`src/rtl/wbdbgbus_pkg.sv`:
```
// Shared constants, command payload type and TX frame helpers for the debug-bus host.
package wbdbgbus_pkg;

    localparam int unsigned FRAME_W     = 40;
    localparam int unsigned CMD_W       = 36;
    localparam int unsigned FRAME_BYTES = 5;

    localparam logic [3:0] RESP_INT_1 = 4'b1000;
    localparam logic [3:0] RESP_INT_2 = 4'b1001;
    localparam logic [3:0] RESP_INT_3 = 4'b1010;
    localparam logic [3:0] RESP_INT_4 = 4'b1011;
    localparam logic [3:0] CMD_RESET  = 4'b1111;

    typedef struct packed {
        logic [3:0]  opcode;
        logic [31:0] payload;
    } cmd_t;

    typedef enum logic {
        TX_IDLE,
        TX_SEND
    } tx_state_t;

    // Byte idx (1..5) of the wire frame, MSB first
    function automatic logic [7:0] frame_byte(input cmd_t cmd, input logic [2:0] idx);
        logic [FRAME_W-1:0] frame;
        frame = {4'b0000, cmd};
        case (idx)
            3'd1:    frame_byte = frame[39:32];
            3'd2:    frame_byte = frame[31:24];
            3'd3:    frame_byte = frame[23:16];
            3'd4:    frame_byte = frame[15:8];
            default: frame_byte = frame[7:0];
        endcase
    endfunction

    // Interrupt opcodes share the 2'b10 prefix; the low two bits pick the line
    function automatic logic is_int_op(input logic [3:0] op);
        return op[3:2] == RESP_INT_1[3:2];
    endfunction

endpackage

```
`src/rtl/uart_rx.sv`:
```
// 8N1 UART receiver with two-flop input sync; one-cycle o_valid per good byte.
module uart_rx #(
    parameter int unsigned CLKS_PER_BIT = 16
) (
    input  logic       i_clk,
    input  logic       i_rst,
    input  logic       i_rx,
    output logic       o_valid,
    output logic [7:0] o_data
);

    localparam int unsigned CW = $clog2(CLKS_PER_BIT);

    typedef enum logic [1:0] {
        RX_IDLE,
        RX_START,
        RX_DATA,
        RX_STOP
    } rx_state_t;

    rx_state_t     state;
    logic          rx_meta;
    logic          rx_s;
    logic [CW-1:0] cnt;
    logic [2:0]    bit_idx;
    logic [7:0]    shreg;

    always_ff @(posedge i_clk or posedge i_rst) begin
        if (i_rst) begin
            state   <= RX_IDLE;
            rx_meta <= 1'b1;
            rx_s    <= 1'b1;
            cnt     <= '0;
            bit_idx <= '0;
            shreg   <= '0;
            o_valid <= 1'b0;
            o_data  <= '0;
        end else begin
            rx_meta <= i_rx;
            rx_s    <= rx_meta;
            o_valid <= 1'b0;
            case (state)
                RX_IDLE: begin
                    cnt <= '0;
                    if (!rx_s) state <= RX_START;
                end
                // Re-check the start bit at its midpoint to reject glitches
                RX_START: begin
                    if (cnt == CW'(CLKS_PER_BIT / 2 - 1)) begin
                        cnt     <= '0;
                        bit_idx <= '0;
                        state   <= rx_s ? RX_IDLE : RX_DATA;
                    end else begin
                        cnt <= cnt + CW'(1);
                    end
                end
                RX_DATA: begin
                    if (cnt == CW'(CLKS_PER_BIT - 1)) begin
                        cnt   <= '0;
                        shreg <= {rx_s, shreg[7:1]};
                        if (bit_idx == 3'd7) state <= RX_STOP;
                        else bit_idx <= bit_idx + 3'd1;
                    end else begin
                        cnt <= cnt + CW'(1);
                    end
                end
                default: begin
                    if (cnt == CW'(CLKS_PER_BIT - 1)) begin
                        cnt   <= '0;
                        state <= RX_IDLE;
                        if (rx_s) begin
                            o_valid <= 1'b1;
                            o_data  <= shreg;
                        end
                    end else begin
                        cnt <= cnt + CW'(1);
                    end
                end
            endcase
        end
    end

endmodule

```
`src/rtl/uart_tx.sv`:
```
// 8N1 UART transmitter. A byte in flight always completes; reset only takes hold when idle.
module uart_tx #(
    parameter int unsigned CLKS_PER_BIT = 16
) (
    input  logic       i_clk,
    input  logic       i_rst,
    input  logic       i_valid,
    input  logic [7:0] i_data,
    output logic       o_ready,
    output logic       o_tx
);

    localparam int unsigned CW = $clog2(CLKS_PER_BIT);

    logic          busy;
    logic [9:0]    shreg;
    logic [CW-1:0] baud_cnt;
    logic [3:0]    bit_cnt;

    always_ff @(posedge i_clk) begin
        if (busy) begin
            if (baud_cnt == CW'(CLKS_PER_BIT - 1)) begin
                baud_cnt <= '0;
                if (bit_cnt == 4'd9) begin
                    busy    <= 1'b0;
                    o_ready <= 1'b1;
                    o_tx    <= 1'b1;
                end else begin
                    bit_cnt <= bit_cnt + 4'd1;
                    shreg   <= {1'b1, shreg[9:1]};
                    o_tx    <= shreg[1];
                end
            end else begin
                baud_cnt <= baud_cnt + CW'(1);
            end
        end else if (i_rst) begin
            o_ready  <= 1'b1;
            o_tx     <= 1'b1;
            baud_cnt <= '0;
            bit_cnt  <= '0;
        end else if (i_valid && o_ready) begin
            busy     <= 1'b1;
            o_ready  <= 1'b0;
            shreg    <= {1'b1, i_data, 1'b0};
            o_tx     <= 1'b0;
            baud_cnt <= '0;
            bit_cnt  <= '0;
        end
    end

endmodule

```
`src/rtl/wbdbgbus_frame_rx.sv`:
```
// Response frame assembler and dispatcher. WBDBGBUS_HOST_DROP_EN adds the partial-frame drop timer.
module wbdbgbus_frame_rx
    import wbdbgbus_pkg::*;
#(
    parameter int unsigned DROP_CLKS = 2500000
) (
    input  logic             i_clk,
    input  logic             i_rst,
    input  logic             i_valid,
    input  logic [7:0]       i_data,
    output logic             o_resp_valid,
    output logic [CMD_W-1:0] o_resp_data,
    output logic [3:0]       o_interrupt,
    output logic             o_frame_err
);

    if (DROP_CLKS < 2) begin : g_bad_drop_clks
        $error("DROP_CLKS must be at least 2");
    end

    logic [FRAME_W-1:0] shreg;
    logic [2:0]         count;
    logic               done;

`ifdef WBDBGBUS_HOST_DROP_EN
    localparam int unsigned TIMER_W = $clog2(DROP_CLKS + 1);
    logic [TIMER_W-1:0] timer;
`endif

    always_ff @(posedge i_clk or posedge i_rst) begin
        if (i_rst) begin
            shreg        <= '0;
            count        <= '0;
            done         <= 1'b0;
            o_resp_valid <= 1'b0;
            o_resp_data  <= '0;
            o_interrupt  <= '0;
            o_frame_err  <= 1'b0;
`ifdef WBDBGBUS_HOST_DROP_EN
            timer        <= TIMER_W'(DROP_CLKS);
`endif
        end else begin
            o_resp_valid <= 1'b0;
            o_interrupt  <= '0;
            o_frame_err  <= 1'b0;
            done         <= 1'b0;

            // Dispatch the completed frame one cycle after its last byte
            if (done) begin
                o_frame_err <= |shreg[39:36];
                if (is_int_op(shreg[35:32])) begin
                    o_interrupt <= 4'b0001 << shreg[33:32];
                end else begin
                    o_resp_valid <= 1'b1;
                    o_resp_data  <= shreg[35:0];
                end
            end

            if (i_valid) begin
                shreg <= {shreg[31:0], i_data};
                if (count == 3'(FRAME_BYTES - 1)) begin
                    count <= '0;
                    done  <= 1'b1;
                end else begin
                    count <= count + 3'd1;
                end
`ifdef WBDBGBUS_HOST_DROP_EN
                timer <= TIMER_W'(DROP_CLKS);
            end else if (count != '0) begin
                // Silent discard of a stalled partial frame
                if (timer == TIMER_W'(1)) begin
                    count <= '0;
                    timer <= TIMER_W'(DROP_CLKS);
                end else begin
                    timer <= timer - TIMER_W'(1);
                end
`endif
            end
        end
    end

endmodule

```
`src/rtl/wbdbgbus_host.sv`:
```
// Debug-bus host: serialises 36-bit commands to 5-byte UART frames and decodes response frames.
// Define WBDBGBUS_HOST_DROP_EN to enable discarding of stalled partial receive frames.
module wbdbgbus_host
    import wbdbgbus_pkg::*;
#(
    parameter int unsigned CLK_FREQ  = 25000000,
    parameter int unsigned UART_BAUD = 9600,
    parameter int unsigned DROP_CLKS = 2500000
) (
    input  logic             i_clk,
    input  logic             i_rst,
    output logic             o_tx,
    input  logic             i_rx,
    input  logic             i_cmd_valid,
    output logic             o_cmd_ready,
    input  logic [CMD_W-1:0] i_cmd_data,
    output logic             o_resp_valid,
    output logic [CMD_W-1:0] o_resp_data,
    output logic [3:0]       o_interrupt,
    output logic             o_frame_err
);

    localparam int unsigned CLKS_PER_BIT = CLK_FREQ / UART_BAUD;

    tx_state_t  state;
    logic [2:0] idx;
    cmd_t       cmd_q;
    logic       tx_valid;
    logic [7:0] tx_data;
    logic       tx_ready;
    logic       rx_valid;
    logic [7:0] rx_data;

    // TX sequencer: a valid is issued only when the previous cycle had none,
    // so uart_tx's ready has time to drop before the next byte is offered
    always_ff @(posedge i_clk or posedge i_rst) begin
        if (i_rst) begin
            state       <= TX_IDLE;
            idx         <= 3'd1;
            cmd_q       <= '0;
            tx_valid    <= 1'b0;
            tx_data     <= '0;
            o_cmd_ready <= 1'b1;
        end else begin
            tx_valid <= 1'b0;
            case (state)
                TX_IDLE: begin
                    if (i_cmd_valid && o_cmd_ready) begin
                        cmd_q       <= i_cmd_data;
                        idx         <= 3'd1;
                        state       <= TX_SEND;
                        o_cmd_ready <= 1'b0;
                    end
                end
                TX_SEND: begin
                    if (tx_valid) begin
                        if (idx == 3'(FRAME_BYTES)) begin
                            state       <= TX_IDLE;
                            o_cmd_ready <= 1'b1;
                        end else begin
                            idx <= idx + 3'd1;
                        end
                    end else if (tx_ready) begin
                        tx_valid <= 1'b1;
                        tx_data  <= frame_byte(cmd_q, idx);
                    end
                end
                default: state <= TX_IDLE;
            endcase
        end
    end

    uart_tx #(
        .CLKS_PER_BIT(CLKS_PER_BIT)
    ) u_uart_tx (
        .i_clk   (i_clk),
        .i_rst   (i_rst),
        .i_valid (tx_valid),
        .i_data  (tx_data),
        .o_ready (tx_ready),
        .o_tx    (o_tx)
    );

    uart_rx #(
        .CLKS_PER_BIT(CLKS_PER_BIT)
    ) u_uart_rx (
        .i_clk   (i_clk),
        .i_rst   (i_rst),
        .i_rx    (i_rx),
        .o_valid (rx_valid),
        .o_data  (rx_data)
    );

    wbdbgbus_frame_rx #(
        .DROP_CLKS(DROP_CLKS)
    ) u_frame_rx (
        .i_clk        (i_clk),
        .i_rst        (i_rst),
        .i_valid      (rx_valid),
        .i_data       (rx_data),
        .o_resp_valid (o_resp_valid),
        .o_resp_data  (o_resp_data),
        .o_interrupt  (o_interrupt),
        .o_frame_err  (o_frame_err)
    );

endmodule
```
`config.mk`:
```
export PLATFORM = sky130hd
export DESIGN_NAME = wbdbgbus_host
export DESIGN_NICKNAME = d
export VERILOG_FILES = /design/src/rtl/wbdbgbus_pkg.sv /design/src/rtl/uart_rx.sv /design/src/rtl/uart_tx.sv /design/src/rtl/wbdbgbus_frame_rx.sv /design/src/rtl/wbdbgbus_host.sv
export SDC_FILE = /design/constraint.sdc
export NUM_CORES = 1
export LEC_CHECK = 0
export CAP_MARGIN = 20
export CORE_ASPECT_RATIO = 1.25
export CORE_MARGIN = 1
export CORE_UTILIZATION = 45
export CTS_BUF_LIST = sky130_fd_sc_hd__clkbuf_2
export DETAILED_ROUTE_END_ITERATION = 8
export PLACE_DENSITY_LB_ADDON = 0.15
export SYNTH_ARGS = -nofsm -noshare
export SYNTH_HDL_FRONTEND = slang
export SYNTH_SLANG_ARGS = --single-unit
```
`constraint.sdc`:
```
create_clock -name i_clk -period 7.9 [get_ports i_clk]
set_clock_uncertainty 0.05 [all_clocks]
set_input_delay 1.58 -clock i_clk [delete_from_list [all_inputs] [get_ports i_clk]]
set_output_delay 1.58 -clock i_clk [all_outputs]
set_load 0.05 [all_outputs]
```
**After elaboration in Yosys (flattened, before gate mapping)**

Index checks and enable logic that the tools add are counted.

- Input port bits: 40
- Flip-flop bits (word level): 201

- Add/sub/neg operators: 6
- Reduce and logical (&&, ||, !) cells: 22
- Bitwise logic cells: 4
- Shift operators: 1
- Multiplexer cells: 68
- Equal/unequal tests: 27

Operator list:

| cell | number |
|---|---|
| $mux 12 | 6 |
| $mux 10 | 5 |
| $pmux 8 s4 | 1 |
| $mux 1 | 30 |
| $mux 4 | 7 |
| $add 12x1->12 const B | 2 |
| $eq 12x12->1 const B | 2 |
| $pmux 12 s2 | 1 |
| $mux 3 | 7 |
| $reduce_and 3->1 | 6 |
| $ne 2x2->1 const B | 7 |
| $eq 12x11->1 const B | 1 |
| $eq 3x3->1 const B | 4 |
| $mux 2 | 6 |
| $ne 2x1->1 const B | 6 |
| $pmux 3 s2 | 2 |
| $add 3x1->3 const B | 3 |
| $reduce_and 2->1 | 4 |
| $reduce_and 4->1 | 2 |
| $eq 3x2->1 const B | 2 |
| $pmux 2 s3 | 1 |
| $reduce_bool 3->1 | 2 |
| $reduce_and 5->1 | 1 |
| $add 4x1->4 const B | 1 |
| other kinds (12) | 19 |

**Longest topological paths before layout**

Gate-level depths: netlist of the first run.

- Depth after elaboration: 4
- Mapped depth: 8
- Depth with buffers taken out: 6

**Cells and area by module**

A second synthesis of the first run with hierarchy kept.

- Cell total of the unflattened synthesis: 698
- Area, all modules: 8,454.4 um^2

Modules (own cells, without submodules):

| module | cells an instance | area each (um^2) | instances |
|---|---|---|---|
| wbdbgbus_frame_rx | 203 | 3,230.6 | 1 |
| wbdbgbus_host | 250 | 2,225.9 | 1 |
| uart_rx | 138 | 1,657.8 | 1 |
| uart_tx | 107 | 1,340.0 | 1 |

**Worst setup path before layout of the first run**

Ideal clock, no wire load.

- Path kind: input to register
- Start: input port i_rst
- End: register u_uart_tx.shreg[1] (enable)
- Stages on the path: 3
- Arrival time: 2,302 ps
- Data required time: 7,473 ps
- Setup time: 377 ps
- Path slack: 5,171 ps
- Cells stage by stage: nor2_1 > nand3_1 > a22oi_1

- Word-level cells in the longest chain between the ends: 2

Ends and longest elaborated chain:

| what | RTL line | source |
|---|---|---|
| from (decl) | wbdbgbus_host.sv:11 | `input logic i_rst,` |
| $ne 2x1->1 (no source line) | -- |  |
| $reduce_and 4->1 (no source line) | -- |  |
| to (signal assigned) | uart_tx.sv:30 | `shreg <= {1'b1, shreg[9:1]};` |
| to (signal assigned) | uart_tx.sv:44 | `shreg <= {1'b1, i_data, 1'b0};` |
| to (decl) | uart_tx.sv:16 | `logic [9:0] shreg;` |

No other way between the ends.
A chain may end at the register's enable or synchronous reset.

**Final worst setup path of the first run**

- Start: register o_cmd_ready
- End: output port o_cmd_ready

RTL lines:

| what | RTL line | source |
|---|---|---|
| from (decl) | wbdbgbus_host.sv:15 | `output logic o_cmd_ready,` |
| from (signal assigned) | wbdbgbus_host.sv:43 | `o_cmd_ready <= 1'b1;` |
| from (signal assigned) | wbdbgbus_host.sv:52 | `o_cmd_ready <= 1'b0;` |
| from (signal assigned) | wbdbgbus_host.sv:59 | `o_cmd_ready <= 1'b1;` |

No word-level cell between the ends.

==> results of run 1 <==
## cells in the mapped netlist, types with 2 or more instances
| master | instances |
|---|---|
| a21oi_1 | 6 |
| a22o_1 | 2 |
| a22oi_1 | 5 |
| a32oi_1 | 8 |
| and3_1 | 6 |
| and4_1 | 3 |
| buf_2 | 9 |
| buf_6 | 3 |
| clkbuf_1 | 17 |
| dfrtp_1 | 168 |
| dfstp_2 | 4 |
| edfxtp_1 | 26 |
| ha_1 | 14 |
| inv_1 | 18 |
| mux2_2 | 113 |
| mux2_4 | 15 |
| mux2i_1 | 4 |
| nand2_1 | 37 |
| nand3_1 | 21 |
| nand3b_1 | 4 |
| nand4_1 | 5 |
| nor2_1 | 43 |
| nor3_1 | 8 |
| nor3b_1 | 2 |
| nor4_1 | 3 |
| o21ai_0 | 28 |
| o21ai_1 | 2 |
| o2bb2ai_1 | 2 |
| xnor2_1 | 16 |
| xor2_1 | 7 |
## metrics by stage
stage                     cell area (µm²)  power [mW]  utilization, %
final                                9706       2.341           53.22
after floorplan                      8453       1.754               -
after global routing                 9706       2.497           53.22
after global placement               9452       1.863           51.83
after detailed placement             9452       1.895           51.83
after CTS                            9676       2.370           53.06
## cell families (layout without fill, tap and decap cells)
| logic type | Yosys count | in the layout | synth area share, % |
|---|---|---|---|
| flops | 199 | 199 | 60.45 |
| simple gates | 150 | 150 | 9.429 |
| mux | 132 | 132 | 18.19 |
| compound gates | 63 | 63 | 4.900 |
| buf+inv | 48 | 136 | 2.575 |
| xor+xnor | 23 | 23 | 2.383 |
| fa+ha+maj | 14 | 14 | 2.072 |
| other cells | 0 | 1 | 0 |
## report_power, final
part,switching (mW),internal (mW),leakage [nW]
logic,0.243,0.245,1.69
registers,0.139,1.24,2.57
clock network,0.367,0.104,0.146
total,0.749,1.59,4.41
## layout make-up
class | instances | area share [%]
Antenna cell | 1 | 0.02578
Clock buffer | 18 | 0.9282
Clock inverter | 14 | 1.379
Inverter | 18 | 0.7477
Multi-Input combinational cell | 382 | 32.32
Sequential cell | 199 | 52.66
Tap cell | 228 | 2.939
Timing Repair Buffer | 86 | 8.998
## layout by cell type (no fill, tap or decap), drive strengths merged, types with 8 or more instances in the layout
master         netlist  layout
mux2               128     128
nor3                 8       8
inv                 18      29
dfrtp              168     168
clkdlybuf4s50        0      83
o21ai               30      30
nand3               22      22
a32oi                8       8
nor2                44      44
clkbuf              17      18
xnor2               16      16
nand2               38      38
ha                  14      14
edfxtp              26      26
## final timing paths
| kind | start | cells after the start | slack (ps) | to |
|---|---|---|---|---|
| max reg2reg | idx[0] | 5 | 5600 | tx_data[0] |
| min | u_uart_rx.rx_meta | 0 | 330 | u_uart_rx.rx_s |
| max | o_cmd_ready | 1 | 4080 | o_cmd_ready |
| min reg2reg | u_uart_rx.rx_meta | 0 | 330 | u_uart_rx.rx_s |
| max in group asynchronous | i_rst | 4 | 5350 | u_frame_rx.o_frame_err |
| min in group asynchronous | i_rst | 2 | 1310 | tx_data[3] |
## metal layers
metal	global-route usage, %	routed length [µm]	vias to the layer above
met5	0	0	-
met4	5.852	241	0
met3	3.714	513	14
met2	27.36	7404	71
met1	22.29	7016	2456
li1	-	-	2380
## state kept, by name, indices dropped and copies added, names as in the netlist, 2 cells and up
register and flops:
u_frame_rx.shreg 40, cmd_q 36, u_frame_rx.o_resp_data 36, u_uart_rx.cnt 12, u_uart_tx.baud_cnt 12, tx_data 8, u_uart_rx.o_data 8, u_uart_rx.shreg 8
u_uart_tx.shreg 8, u_frame_rx.o_interrupt 4, u_uart_tx.bit_cnt 4, idx 3, u_frame_rx.count 3, u_uart_rx.bit_idx 3, u_uart_rx.state 2
==> results.yml, run 1 <==
clock_tree:
  postCtsHoldBufs: 0
  cts.sinks: 199
  clk_root_buffer_cell: "clkbuf_2"
  htreeDepth: 4
  numCtsBuffers: 17
  cts_max_path_buffers: 2
  cts_tree: "yes"
  path_clk_slew_ps: 270
  cts.repair.resized: 0
  postCtsSetupBuffers: 0
  insertion_delay_ps: 770
critical_path:
  path_class: "flop to output pin"
  critical_path_arrival_ps: 2190
  cp_max_fo: 3
  slowest_stage: "clkdlybuf4s50_1"
  worst-endpoint-required_ps: 6270
  worst-path-buf-inv: 1
  crit_path_start_kind: "flop"
  critPathMaxStageDelay_ps: 830
  crit_chain: "clkdlybuf4s50_1"
  crit_family: "buffers and inverters"
  end_kind: "output pin"
synth:
  ys_async_sr_fraction_pct: 86.43
  yosysWarnings: 0
  synth.area.top_cells: "dfrtp_1 (50%), mux2_2 (15%), edfxtp_1 (9.2%)"
  synthCells: 629
  synth_ff_type: "dfrtp_1"
  synth_top_area_share_pct: 49.73
  synth_edf_count: 26
  synth_nets: 683
  yosys.area.top_type: "dfrtp_1"
  synth_cell_types: 60
  synth.avg_cell_area_um2: 13.44
  syn_area_mm2: 0.008453
  yosysSeqAreaShare_pct: 60.45
  synth_seq_cells: 199
timing:
  final_max_slew_viol_count: 0
  fmax_mhz: 262.0
  tightest_slew_ps: 1025
  maxSlewHeadroom_pct: 31.66
  fin_crit_ps: 3817
  post-route-period-util_pct: 48.31
  hold_viol_final: 0
  setup_tns_ps: 0
  grt_setup_unrepaired: "false"
  setup_ws_ps: 4083
  hold_ws_ps: 329.7
  final-setup-viol-count: 0
route:
  drcViolationCount: 0
  wl_per_cell_um: 16.04
  drtPass1Iterations: 4
  ant_nets: 0
  drt_iter0_drc: 274
  num_vias: 4921
  viasPerCell: 5.202
  drt_wl_total_mm: 15.18
placed_design:
  hpwl_mm: 10.60
  place_congestion: 0.8087
  place_inst: 912
  place_ws_ps: 4032
  port_buffers: 83
final_layout:
  fill_cells: 1568
  fin_cells: 946
  ff_latch_area_mm2: 0.005111
  drive_gt1_share_pct: 25.66
  nets: 758
  synthToLayoutAreaGrowth_pct: 14.82
  multi_input_area_mm2: 0.003137
global_route:
  grt_start_max_net_pins: 92
  grt_pass1_wl_mm: 25.96
  grt_overflow: 0
  antenna_found_initial: 1
  first_global_vias: 5151
  grt_usage_pct: 16.83
min_path:
  min_path_type: "flop to flop"
job:
  cap_viol_max_count: 0
die:
  fp.dieW_um: 124.6
  die_area_mm2: 0.01934
  die_y_um: 155.2
  core_mm2: 0.01824
  initial_core_util_pct: 46.35
  ios: 84
  rows: 55
power:
  ir_worst_vdd_mv: 0.09676
  powerDensity_mw_per_mm2: 241.2
  p_leak_nw: 4.406
run_status:
  status: "finished, final reports clean"
(Power assumes the default switching activity.)
==> inputs of run 2 (changes only) <==
==> constraint.sdc (replaced) <==
create_clock -name i_clk -period 3.74 [get_ports i_clk]
set_clock_uncertainty 0.05 [all_clocks]
set_input_delay 0.748 -clock i_clk [delete_from_list [all_inputs] [get_ports i_clk]]
set_output_delay 0.748 -clock i_clk [all_outputs]
set_load 0.05 [all_outputs]
==> run 2 against run 1 <==
- total power grew 110%
- critical path type unchanged
- combinational power grew 110%
- die area is the same
- critical path depth is the same
- final cell count is the same
- wire length grew 1.7%
- sequential cell count is the same
- global-route usage grew 0.39 points
- first-iteration DRC count shrank 4.0%
==> results.yml, run 2 (synthesis results as in run 1) <==
route:
  wl_per_cell_um: 16.32
  num_vias: 4948
  drtPass1Iterations: 5
  drcViolationCount: 0
  viasPerCell: 5.230
  drt_iter0_drc: 263
  drt_wl_total_mm: 15.44
  ant_nets: 0
die:
  die_y_um: 155.2
  initial_core_util_pct: 46.35
  ios: 84
  fp.dieW_um: 124.6
  die_area_mm2: 0.01934
  core_mm2: 0.01824
  rows: 55
global_route:
  first_global_vias: 5239
  busiest_layer: "met2"
  grt_pass1_wl_mm: 26.59
  met2_usage_pct: 28.10
  grt_use_met3_pct: 3.267
  grt_start_max_net_pins: 109
  grt_overflow: 0
  antenna_found_initial: 1
  grt_usage_pct: 17.22
  use_met1_pct: 23.41
critical_path:
  worst_r2r_endpoint: "tx_data[4]"
  crit_family: "buffers and inverters"
  worst-endpoint-required_ps: 2940
  crit_chain: "clkdlybuf4s50_1"
  timing.rr.start: "idx[0]"
  crit_path_start_kind: "flop"
  end_kind: "output pin"
  slowest_stage: "clkdlybuf4s50_1"
  path_class: "flop to output pin"
  startpoint: "o_cmd_ready"
  worst-path-stages: 1
  r2r_setup_slack_ps: 1470
  critical_path_arrival_ps: 2200
  cp_max_fo: 3
  crit_path_end: "o_cmd_ready"
  reg2reg_depth: 5
  worst-path-buf-inv: 1
  critPathMaxStageDelay_ps: 810
final_layout:
  nets: 758
  top_regs: "u_frame_rx.shreg x40, cmd_q x36, u_frame_rx.o_resp_data x36"
  fin_cells: 946
  layout_common_cells: "dfrtp_1 (167), mux2_2 (113), clkdlybuf4s50_1 (83)"
  drive_gt1_share_pct: 25.66
  largest_register_ffs: 40
  synthToLayoutAreaGrowth_pct: 14.89
  regMostFlops: "u_frame_rx.shreg"
  fill_cells: 1562
  utilization_pct: 53.26
  layout_commonest_cell: "dfrtp_1"
job:
  cap_viol_max_count: 0
timing:
  setup_tns_ps: 0
  maxSlewHeadroom_pct: 32.22
  fin_crit_ps: 2994
  fmax_mhz: 334.0
  final_max_slew_viol_count: 0
  tightest_slew_ps: 1017
  hold_viol_final: 0
  final-setup-viol-count: 0
  grt_setup_unrepaired: "false"
  post-route-period-util_pct: 80.05
placed_design:
  place_inst: 913
  place_congestion: 0.8008
  hpwl_mm: 10.66
  port_buffers: 83
clock_tree:
  cts_tree: "yes"
  cts.sinks: 199
  htreeDepth: 4
  numCtsBuffers: 17
  cts.repair.resized: 0
  postCtsSetupBuffers: 0
  postCtsHoldBufs: 0
  insertion_delay_ps: 750
  clk_root_buffer_cell: "clkbuf_2"
  path_clk_slew_ps: 290
  cts_max_path_buffers: 2
power:
  p_total_mw: 4.998
  p_leak_nw: 4.407
  ir_worst_vdd_mv: 0.2511
  powerDensity_mw_per_mm2: 514.6
min_path:
  min_path_type: "input port to flop"
run_status:
  status: "finished, final reports clean"
run 2: changes by cell type in the layout (fill, tap and decap cells not counted):
cell	change
clkbuf_2	-1
buf_12	+1
clkinvlp_4	+1
clkinv_8	-1
bufinv_16	+1
inv_6	-2
clkinv_2	+2
inv_8	+1
inv_4	-1
buf_16	-1
run 2: per-layer routing:
metal | vias up | wire [µm] | part of all wire [%]
met5 | - | 0 | 0
met4 | 0 | 188 | 1.2
met3 | 18 | 355 | 2.3
met2 | 47 | 7505 | 49
met1 | 2507 | 7385 | 48
li1 | 2376 | - | -
run 2: area by class of cell:
class                   count  area, µm²  share of cell area (%)
clock inverters            15      153.9                   1.585
well taps                 228      285.3                   2.937
repair buffers             86      865.8                   8.915
clock buffers              17      85.08                  0.8761
inverters                  18      71.32                  0.7343
multi-input cells         382       3137                   32.30
flip-flops and latches    199       5111                   52.63
diodes                      1      2.502                 0.02577
run 2: worst min-delay path by stage:
stage | depth (start not counted) | to | start
after floorplan | 0 | u_uart_rx.rx_s | u_uart_rx.rx_meta
after global placement | 0 | u_uart_rx.rx_s | u_uart_rx.rx_meta
after detailed placement | 0 | u_uart_rx.rx_s | u_uart_rx.rx_meta
after CTS | 1 | u_uart_rx.rx_meta | i_rx
after global routing | 1 | u_uart_rx.rx_meta | i_rx
final | 1 | u_uart_rx.rx_meta | i_rx
run 2: per-stage QoR:
step	worst slack, ps	hold slack [ps]	cell area, µm²
floorplan	748.6	295.2	8457
finish	746.3	301.5	9712
detailed placement	1056	300.7	9470
global placement	1158	297.9	9470
CTS	665.8	227.0	9709
global route	613.9	215.7	9712
run 2: power by group:
part / switching, mW / internal (mW)
logic: 0.508 / 0.517
clock network: 0.769 / 0.276
registers: 0.301 / 2.63
total: 1.58 / 3.42
==> inputs of run 3 (changes only) <==
==> constraint.sdc (replaced) <==
create_clock -name i_clk -period 2.95 [get_ports i_clk]
set_clock_uncertainty 0.05 [all_clocks]
set_input_delay 0.59 -clock i_clk [delete_from_list [all_inputs] [get_ports i_clk]]
set_output_delay 0.59 -clock i_clk [all_outputs]
set_load 0.05 [all_outputs]
==> run 3 against run 2 <==
- non-clock buffer count up 10
- sequential cell count unchanged
- highest routed layer unchanged
- cell area up 1.9%
- largest cell class unchanged
- worst setup slack worse by 410 ps
- critical endpoint is now o_resp_data[22]
- critical path type unchanged
- global-route usage up 0.093 points
- sequential power up 27%
==> results.yml, run 3 (synthesis results as in run 1) <==
run_status:
  status: "finished, final reports clean"
final_layout:
  largest_register_ffs: 40
  top_regs: "u_frame_rx.shreg x40, cmd_q x36, u_frame_rx.o_resp_data x36"
  fin_area_mm2: 0.009898
  drive_gt1_share_pct: 26.41
  layout_common_cells: "dfrtp_1 (167), mux2_2 (113), clkdlybuf4s50_1 (82)"
  synthToLayoutAreaGrowth_pct: 17.10
  layout_commonest_cell: "dfrtp_1"
  regMostFlops: "u_frame_rx.shreg"
  nets: 768
placed_design:
  hpwl_mm: 11.21
  place_ws_ps: 711.2
  place_congestion: 0.7547
  dpl_cell_area_mm2: 0.009608
  port_buffers: 83
critical_path:
  worst_r2r_endpoint: "u_uart_tx.bit_cnt[2]"
  slowest_stage: "clkdlybuf4s50_1"
  critical_path_arrival_ps: 1970
  worst-endpoint-required_ps: 2310
  crit_path_start_kind: "flop"
  r2r_setup_slack_ps: 770
  crit_chain: "clkdlybuf4s50_1"
  crit_family: "buffers and inverters"
  worst-path-buf-inv: 1
  timing.rr.start: "u_uart_tx.baud_cnt[0]"
  path_class: "flop to output pin"
  end_kind: "output pin"
  cp_max_fo: 2
  reg2reg_depth: 5
  critPathMaxStageDelay_ps: 820
route:
  ant_nets: 0
  top_layer: "met4"
  wl_met2_mm: 7.867
  drtPass1Iterations: 4
  num_vias: 5007
  routed-wl-met3_um: 480
  drt_iter0_drc: 255
  wl_met1_mm: 7.114
  drt_wl_total_mm: 15.60
  wl_per_cell_um: 16.32
  viasPerCell: 5.237
  drcViolationCount: 0
timing:
  maxSlewHeadroom_pct: 52.42
  tightest_slew_ps: 712.2
  fmax_mhz: 382.9
  fin_crit_ps: 2612
  hold_viol_final: 0
  final_max_slew_viol_count: 0
  setup_ws_ps: 338.4
  final-setup-viol-count: 0
  grt_setup_unrepaired: "false"
  hold_ws_ps: 188.3
  post-route-period-util_pct: 88.53
  setup_tns_ps: 0
clock_tree:
  cts_max_path_buffers: 2
  clk_root_buffer_cell: "clkbuf_2"
  cts.sinks: 199
  postCtsHoldBufs: 0
  numCtsBuffers: 17
  cts_tree: "yes"
  htreeDepth: 4
  postCtsSetupBuffers: 0
  insertion_delay_ps: 740
  path_clk_slew_ps: 260
die:
  rows: 55
  fp.dieW_um: 124.6
  die_area_mm2: 0.01934
  ios: 84
  die_y_um: 155.2
  initial_core_util_pct: 46.35
  core_mm2: 0.01824
min_path:
  min_path_type: "input port to flop"
  whs_path_depth: 1
  holdCritStartpoint: "i_rx"
  worstHoldEndpoint: "u_uart_rx.rx_meta"
power:
  power.switching_mw: 1.952
  clkPwrFrac_pct: 22.6
  switching_share_pct: 29.85
  internal_power_mw: 4.587
  p_leak_nw: 4.512
  power_frac_comb_pct: 20.6
  powerDensity_mw_per_mm2: 660.6
  ir_worst_vdd_mv: 0.3044
  p_seq_share_pct: 56.8
global_route:
  grt_pass1_wl_mm: 26.61
  grt_overflow: 0
  antenna_found_initial: 1
  grt_usage_pct: 17.31
  grt_start_max_net_pins: 40
  first_global_vias: 5215
job:
  cap_viol_max_count: 0
run 3: changes by cell type in the layout (fill, tap and decap cells not counted), moves of 2 or more:
cell	delta
clkinv_4	+2
inv_8	-4
inv_6	-3
clkinv_1	+2
bufinv_16	+3
buf_4	+5
buf_12	+5
run 3: final cells by class:
class / count / area [µm²]
antenna: 1 / 2.502
clock buffer: 17 / 85.08
clock inverter: 15 / 200.2
fill: 1522 / 8338
inverter: 18 / 71.32
multi-input combinational: 382 / 3137
sequential: 199 / 5111
tap: 228 / 285.3
timing repair buffer: 96 / 1006
run 3: worst max-delay path by stage:
stage	end	depth (start not counted)	start	slack, ps
3_3_place_gp	cmd_q[1]	4	i_cmd_valid	740
5_1_grt	o_resp_data[22]	1	u_frame_rx.o_resp_data[22]	180
3_5_place_dp	cmd_q[5]	4	i_cmd_valid	710
2_1_floorplan	cmd_q[0]	1	i_rst	120
4_1_cts	o_cmd_ready	1	o_cmd_ready	50
6_report	o_resp_data[22]	1	u_frame_rx.o_resp_data[22]	340
run 3: metal layers:
layer | global-route usage [%] | vias up
met1 | 22.83 | 2521
li1 | - | 2397
met2 | 28.91 | 78
met5 | 0 | -
met3 | 3.714 | 11
met4 | 4.819 | 0
run 3: repair_timing:
action                                  CTS  global route
resized for setup                         0             1
endpoints found under the hold margin     0             0
endpoints found under the setup margin    0             1
run 3: per-stage QoR:
step	cells	total power, mW	util (%)
after detailed placement	923	5.124	52.69
after CTS	955	6.601	54.25
final	956	6.539	54.28
after global placement	923	5.037	52.69
after global routing	956	6.938	54.28
after floorplan	629	4.698	-
run 3: power by group through the flow:
stage	combinational (mW)	clock, mW	sequential, mW
2_1_floorplan	1.10	0	3.60
3_3_place_gp	1.29	0	3.75
3_5_place_dp	1.36	0	3.77
4_1_cts	1.36	1.53	3.71
5_1_grt	1.51	1.65	3.78
6_report	1.35	1.48	3.71
